==> src/rtl/rvcpu_pkg.sv <==
// Shared types for the rvcpu execute stage: ALU opcodes, flag/compare bundles and EX FSM states.
package rvcpu;

  typedef enum logic [2:0] {
    AluAdd = 3'd0,
    AluSll = 3'd1,
    AluSlt = 3'd2,
    AluXor = 3'd3,
    AluSrl = 3'd4,
    AluSra = 3'd5,
    AluOr  = 3'd6,
    AluAnd = 3'd7
  } alu_op_t;

  typedef struct packed {
    logic negative;
    logic zero;
    logic overflow;
    logic carry;
  } alu_flags_t;

  typedef struct packed {
    logic equal;
    logic less_than;
  } cmp_t;

  typedef enum logic {
    IDLE  = 1'b0,
    SHIFT = 1'b1
  } ex_state_t;

  function automatic logic is_shift_op(alu_op_t op);
    return (op == AluSll) || (op == AluSrl) || (op == AluSra);
  endfunction

endpackage

==> src/rtl/alu_comb.sv <==
// Single-cycle ALU: add/sub, logic ops, slt/sltu, plus flag and compare generation.
module alu_comb
  import rvcpu::*;
#(
  parameter int unsigned XLEN = 32
) (
  input  alu_op_t          op,
  input  logic             mod,
  input  logic [XLEN-1:0]  a,
  input  logic [XLEN-1:0]  b,
  output logic [XLEN-1:0]  result,
  output alu_flags_t       flags,
  output cmp_t             cmp
);

  logic [XLEN-1:0] b_eff;
  logic [XLEN-1:0] sum;
  logic            sum_carry;
  logic            sum_ovf;
  logic            is_add;
  logic            use_unsigned;
  logic            less_than;

  assign is_add = (op == AluAdd);
  // Subtract is a + ~b + 1, so carry out means "no borrow".
  assign b_eff  = (is_add && mod) ? ~b : b;
  assign {sum_carry, sum} = {1'b0, a} + {1'b0, b_eff} + {{XLEN{1'b0}}, is_add & mod};
  assign sum_ovf = (a[XLEN-1] == b_eff[XLEN-1]) && (sum[XLEN-1] != a[XLEN-1]);

  assign use_unsigned = (op == AluSlt) && mod;
  assign less_than    = use_unsigned ? (a < b) : ($signed(a) < $signed(b));

  always_comb begin
    result = a;
    case (op)
      AluAdd:  result = sum;
      AluSlt:  result = {{(XLEN-1){1'b0}}, less_than};
      AluXor:  result = a ^ b;
      AluOr:   result = a | b;
      AluAnd:  result = a & b;
      // Shift ops only reach here with a zero shift amount: pass a through.
      default: result = a;
    endcase
  end

  always_comb begin
    flags.negative = result[XLEN-1];
    flags.zero     = (result == '0);
    flags.overflow = is_add & sum_ovf;
    flags.carry    = is_add & sum_carry;
  end

  assign cmp.equal     = (a == b);
  assign cmp.less_than = less_than;

endmodule

==> src/rtl/ex_unit.sv <==
// Execute unit: single-cycle ALU ops plus a bit-serial shifter, with a registered
// valid/ready result stage.
module ex_unit
  import rvcpu::*;
#(
  parameter int unsigned XLEN = 32
) (
  input  logic            clk,
  input  logic            rst_n,
  input  logic            in_valid,
  output logic            in_ready,
  input  alu_op_t         in_op,
  input  logic            in_mod,
  input  logic [XLEN-1:0] in_a,
  input  logic [XLEN-1:0] in_b,
  input  logic            in_flush,
  output logic            out_valid,
  input  logic            out_ready,
  output logic [XLEN-1:0] out_result,
  output alu_flags_t      out_flags,
  output cmp_t            out_cmp,
  output logic            busy
);

  localparam int unsigned ShW = $clog2(XLEN);
  localparam logic [ShW-1:0] CountOne = ShW'(1);

  ex_state_t       state_q, state_d;
  logic [ShW-1:0]  count_q, count_d;
  logic [XLEN-1:0] shreg_q, shreg_d;
  alu_op_t         shop_q, shop_d;
  cmp_t            cmp_pend_q, cmp_pend_d;
  logic            out_valid_q, out_valid_d;
  logic [XLEN-1:0] result_q, result_d;
  alu_flags_t      flags_q, flags_d;
  cmp_t            cmp_q, cmp_d;

  logic [XLEN-1:0] alu_result;
  alu_flags_t      alu_flags;
  cmp_t            alu_cmp;
  logic [ShW-1:0]  shamt;
  logic            long_shift;
  logic            accept;
  logic [XLEN-1:0] shift_next;
  alu_flags_t      shift_flags;

  alu_comb #(
    .XLEN(XLEN)
  ) u_alu (
    .op    (in_op),
    .mod   (in_mod),
    .a     (in_a),
    .b     (in_b),
    .result(alu_result),
    .flags (alu_flags),
    .cmp   (alu_cmp)
  );

  assign shamt      = in_b[ShW-1:0];
  assign long_shift = is_shift_op(in_op) && (shamt != '0);
  assign in_ready   = (state_q == IDLE) && !in_flush && (!out_valid_q || out_ready);
  assign accept     = in_valid && in_ready;
  assign busy       = (state_q == SHIFT);

  always_comb begin
    shift_next = {shreg_q[XLEN-2:0], 1'b0};
    case (shop_q)
      AluSrl:  shift_next = {1'b0, shreg_q[XLEN-1:1]};
      AluSra:  shift_next = {shreg_q[XLEN-1], shreg_q[XLEN-1:1]};
      default: shift_next = {shreg_q[XLEN-2:0], 1'b0};
    endcase
  end

  always_comb begin
    shift_flags.negative = shift_next[XLEN-1];
    shift_flags.zero     = (shift_next == '0);
    shift_flags.overflow = 1'b0;
    shift_flags.carry    = 1'b0;
  end

  always_comb begin
    state_d     = state_q;
    count_d     = count_q;
    shreg_d     = shreg_q;
    shop_d      = shop_q;
    cmp_pend_d  = cmp_pend_q;
    out_valid_d = out_valid_q;
    result_d    = result_q;
    flags_d     = flags_q;
    cmp_d       = cmp_q;
    if (in_flush) begin
      state_d     = IDLE;
      count_d     = '0;
      out_valid_d = 1'b0;
    end else begin
      if (out_valid_q && out_ready) out_valid_d = 1'b0;
      unique case (state_q)
        IDLE: begin
          if (accept) begin
            if (long_shift) begin
              // Compare result is captured now; it is published with the shift result.
              shreg_d    = in_a;
              count_d    = shamt;
              shop_d     = in_op;
              cmp_pend_d = alu_cmp;
              state_d    = SHIFT;
            end else begin
              result_d    = alu_result;
              flags_d     = alu_flags;
              cmp_d       = alu_cmp;
              out_valid_d = 1'b1;
            end
          end
        end
        SHIFT: begin
          shreg_d = shift_next;
          count_d = count_q - CountOne;
          if (count_q == CountOne) begin
            result_d    = shift_next;
            flags_d     = shift_flags;
            cmp_d       = cmp_pend_q;
            out_valid_d = 1'b1;
            state_d     = IDLE;
          end
        end
        default: state_d = IDLE;
      endcase
    end
  end

  always_ff @(posedge clk or negedge rst_n) begin
    if (!rst_n) begin
      state_q     <= IDLE;
      count_q     <= '0;
      shreg_q     <= '0;
      shop_q      <= AluAdd;
      cmp_pend_q  <= '0;
      out_valid_q <= 1'b0;
      result_q    <= '0;
      flags_q     <= '0;
      cmp_q       <= '0;
    end else begin
      state_q     <= state_d;
      count_q     <= count_d;
      shreg_q     <= shreg_d;
      shop_q      <= shop_d;
      cmp_pend_q  <= cmp_pend_d;
      out_valid_q <= out_valid_d;
      result_q    <= result_d;
      flags_q     <= flags_d;
      cmp_q       <= cmp_d;
    end
  end

  assign out_valid  = out_valid_q;
  assign out_result = result_q;
  assign out_flags  = flags_q;
  assign out_cmp    = cmp_q;

endmodule

==> config.mk <==
export PLATFORM = sky130hd
export DESIGN_NAME = ex_unit
export DESIGN_NICKNAME = d
export VERILOG_FILES = /design/src/rtl/rvcpu_pkg.sv /design/src/rtl/alu_comb.sv /design/src/rtl/ex_unit.sv
export SDC_FILE = /design/constraint.sdc
export NUM_CORES = 1
export LEC_CHECK = 0
export CAP_MARGIN = 20
export CORE_MARGIN = 1.5
export CORE_UTILIZATION = 25
export CTS_BUF_LIST = sky130_fd_sc_hd__clkbuf_8
export DETAILED_ROUTE_END_ITERATION = 16
export HOLD_SLACK_MARGIN = 0.08
export PLACE_DENSITY_LB_ADDON = 0.08
export SLEW_MARGIN = 30
export SYNTH_ARGS = -nofsm -noshare
export SYNTH_HDL_FRONTEND = slang
export SYNTH_HIERARCHICAL = 1
export SYNTH_SLANG_ARGS = --single-unit
==> constraint.sdc <==
create_clock -name clk -period 1.7 [get_ports clk]
set_input_delay 0.34 -clock clk [delete_from_list [all_inputs] [get_ports clk]]
set_output_delay 0.34 -clock clk [all_outputs]
set_load 0.03 [all_outputs]
==> results.md <==
* Clk root buf: clkbuf_8
* Status: finished with violations
* Core Rows at 71
* Number of cells on the worst reg-to-reg path at 8
* Initial antenna violation count at 0
* Synth top area share at 21.5%
* Routability Congestion at 0.858
* Clock transition at path regs at 90 ps
* Synth warn at 6
* Total track usage at approximately a fifth
* #FFs+latches synth at a little over 80
* Cell repeated most along the worst path: buf_4
* Total power at 11.9 mW
* CP Launch Type: input pin
* Async SR Flop Fraction at 100%
* Clk_lat worst skew at 390 ps
* Worst Max-Slew Pin Slew at 738 ps
* Final ANT Viol Nets at 0
* Post-Syn Nets at 1,371
* CTS H-tree lvls at 3
* CTS tree: done
* Die area at 39,300 µm²
* Post-synth top area cell: dfrtp_1
* CP Class: input pin to flip-flop
* Largest net degree at the start of global routing at 102
* Max_cap viols at 0
* Failing checks: setup timing
* Worst setup endpoint: out_result[1]$_DFFE_PN0P_
* Core area at 37,600 µm²
* Setup TNS at -63,680 ps
* Total congestion overflow at 0
* Port Buf Inserts at about 110
* Die height at 198 µm
* Final setup margin at -3150 ps
* Starting DRT DRC Count at between 500 and 600
* Routed wire length per instance at 19.1 µm
* Yosys cell types at 75
* Area delta synth->final at 68.8%
* Critical-path top delay cell: fa_2
* Vias per inst at around 4.8
* Final nets at 1,837
* Pwr dens at 737 nW/µm²
* Number of setup violations in the final report at just over 80
* FF-to-FF End: out_flags[2]$_DFFE_PN0P_
* Synth area leaders: dfrtp_1 22%, ha_1 18%, mux2i_1 6.7%
* Fmax at between 200 and 250 MHz
* Via count at 10,200
* Period utilisation layout at 285%
* RSZ-0062 raised after global routing: true
* CTS Buf Count at 9
* Inserted Diodes at 0
* Worst vdd ir at 367 µV
* Clock sinks at 82
* Syn_area_per_cell at about 8 µm²
* Cells after Synth at 1,161
* Top_reg_cell synth: dfrtp_1
* DRC violations left at 0
* Longest Clk Path Bufs at 2
* Slew headroom at 50.8%
* Reg-to-reg slack, setup at -210 ps
* Leak at 7.52 nW
* Crit. Startpoint: in_op[2]
* Most common cell after layout, fill and taps aside: buf_4
* Worst Clk Skew at 16.7 ps
* Number of global-route vias before repair at roughly 11,000
* Sequential area share after synthesis at 21.5%
* Worst r2r src: count_q[1]$_DFFE_PN0P_
* Num ports at 114
* Drt pass-1 iters at 5
* Crit path largest cell delay at 550 ps
* Hold Fails Final Rpt at 0
* Die width at 198 µm
* Max Transition Viols Final at 0
* Post-synth EDFFs at 0
* CP arrival at 5140 ps
* Req. time, crit path at 1980 ps
* Initial Util at 25.4%
* Most frequent cells in the layout: 336 x buf_4, 102 x inv_1, 91 x ha_1
* Mapped Area at 9530 µm²
* Crit. End Element: flip-flop
* Global-route wire length before repair at 63.0 mm
* Crit-path max FO at 4
* Sum of net half-perimeters after detailed placement at 31.0 mm
* Share of layout cells above drive strength 1 at between 40% and 50%
* Fin crit period at 4850 ps
* Path category of the worst min-delay check: input pin to async pin
* Post-Route WL at 41.0 mm
layer usage:
metal	global-route usage, %	vias up	wire length, µm
met1	30.1	4935	20300
met4	5.57	0	748
met3	1.64	38	1180
li1	-	5067	-
met2	34.2	207	18800
met5	0	-	0
registers in the layout, indices dropped and copies added, names as in the netlist:
register,flops
count_q,5
shop_q,3
out_valid,1
out_cmp,2
out_result,32
out_flags,4
cmp_pend_q,2
busy,1
shreg_q,32
layout make-up:
class                           count  area (µm²)
Clock buffer                        9         124
Clock inverter                      7        91.3
Fill cell                        3826       21500
Inverter                          153         617
Multi-Input combinational cell    860        8060
Sequential cell                    82        2060
Tap cell                          511         639
Timing Repair Buffer              521        4500
cells in the mapped netlist (11+ instances only):
cell,n
a21o_1,16
a21oi_1,49
a221o_1,11
a221oi_1,16
buf_1,13
clkbuf_1,39
dfrtp_1,82
ha_1,136
inv_1,153
mux2i_1,64
nand2_1,65
nand3_1,12
nor2_1,59
nor3_1,15
nor4_1,17
o211ai_1,33
o21ai_0,127
o2bb2ai_1,25
xnor2_1,52
through the flow:
stage / util, % / hold slack, ps / worst slack [ps] / area [µm²] / cells
after global routing: 42.8 / 384 / -3260 / 16100 / 2143
after detailed placement: 37.1 / 258 / -3990 / 13900 / 2043
after floorplan: - / 44.4 / -3630 / 10100 / 1161
after global placement: 37.1 / 258 / -3920 / 13900 / 2043
final: 42.8 / 379 / -3150 / 16100 / 2143
after CTS: 42.0 / 361 / -3060 / 15800 / 2140
report_power, final:
part	internal (mW)	switching (mW)	leakage (nW)
clock network	0.825	0.846	0.109
registers	2.63	0.482	0.968
logic	3.23	3.84	6.44
worst max-delay path, delay by kind of cell:
| family | cells | cell delay, ps |
|---|---|---|
| xor gates and xnor gates | 1 | 130 |
| muxes | 1 | 80 |
| adders and majority gates | 1 | 550 |
| and+or+nand+nor | 3 | 350 |
| AOI/OAI and AO/OA | 3 | 500 |
| buffers and inverters | 26 | 3170 |
worst min-delay path by stage:
stage,depth (start not counted),startpoint,slack (ps),end
final,2,rst_n,380,out_result[12]$_DFFE_PN0P_
after CTS,2,rst_n,360,out_result[12]$_DFFE_PN0P_
after global routing,2,rst_n,380,out_result[12]$_DFFE_PN0P_
after floorplan,0,rst_n,40,busy$_DFF_PN0_
after detailed placement,1,rst_n,260,out_result[12]$_DFFE_PN0P_
after global placement,1,rst_n,260,out_result[12]$_DFFE_PN0P_
kinds of logic after synthesis:
logic type | after synthesis | share of synthesized area (%)
adders and majority gates | 138 | 18.2
buffers and inverters | 220 | 9.40
AOI/OAI and AO/OA | 359 | 25.4
xor gates and xnor gates | 58 | 5.33
and+or+nand+nor | 225 | 11.7
muxes | 79 | 8.50
DFF | 82 | 21.5
timing repair:
item / CTS / global route
gates resized for setup: 418 / 209
pin swaps: 75 / 54
hold buffers: 1 / 0
setup endpoints to repair: 123 / 83
hold endpoints to repair: 18 / 0
gates cloned: 3 / 3
buffers inserted: 82 / 30
(Power assumes the default switching activity.)
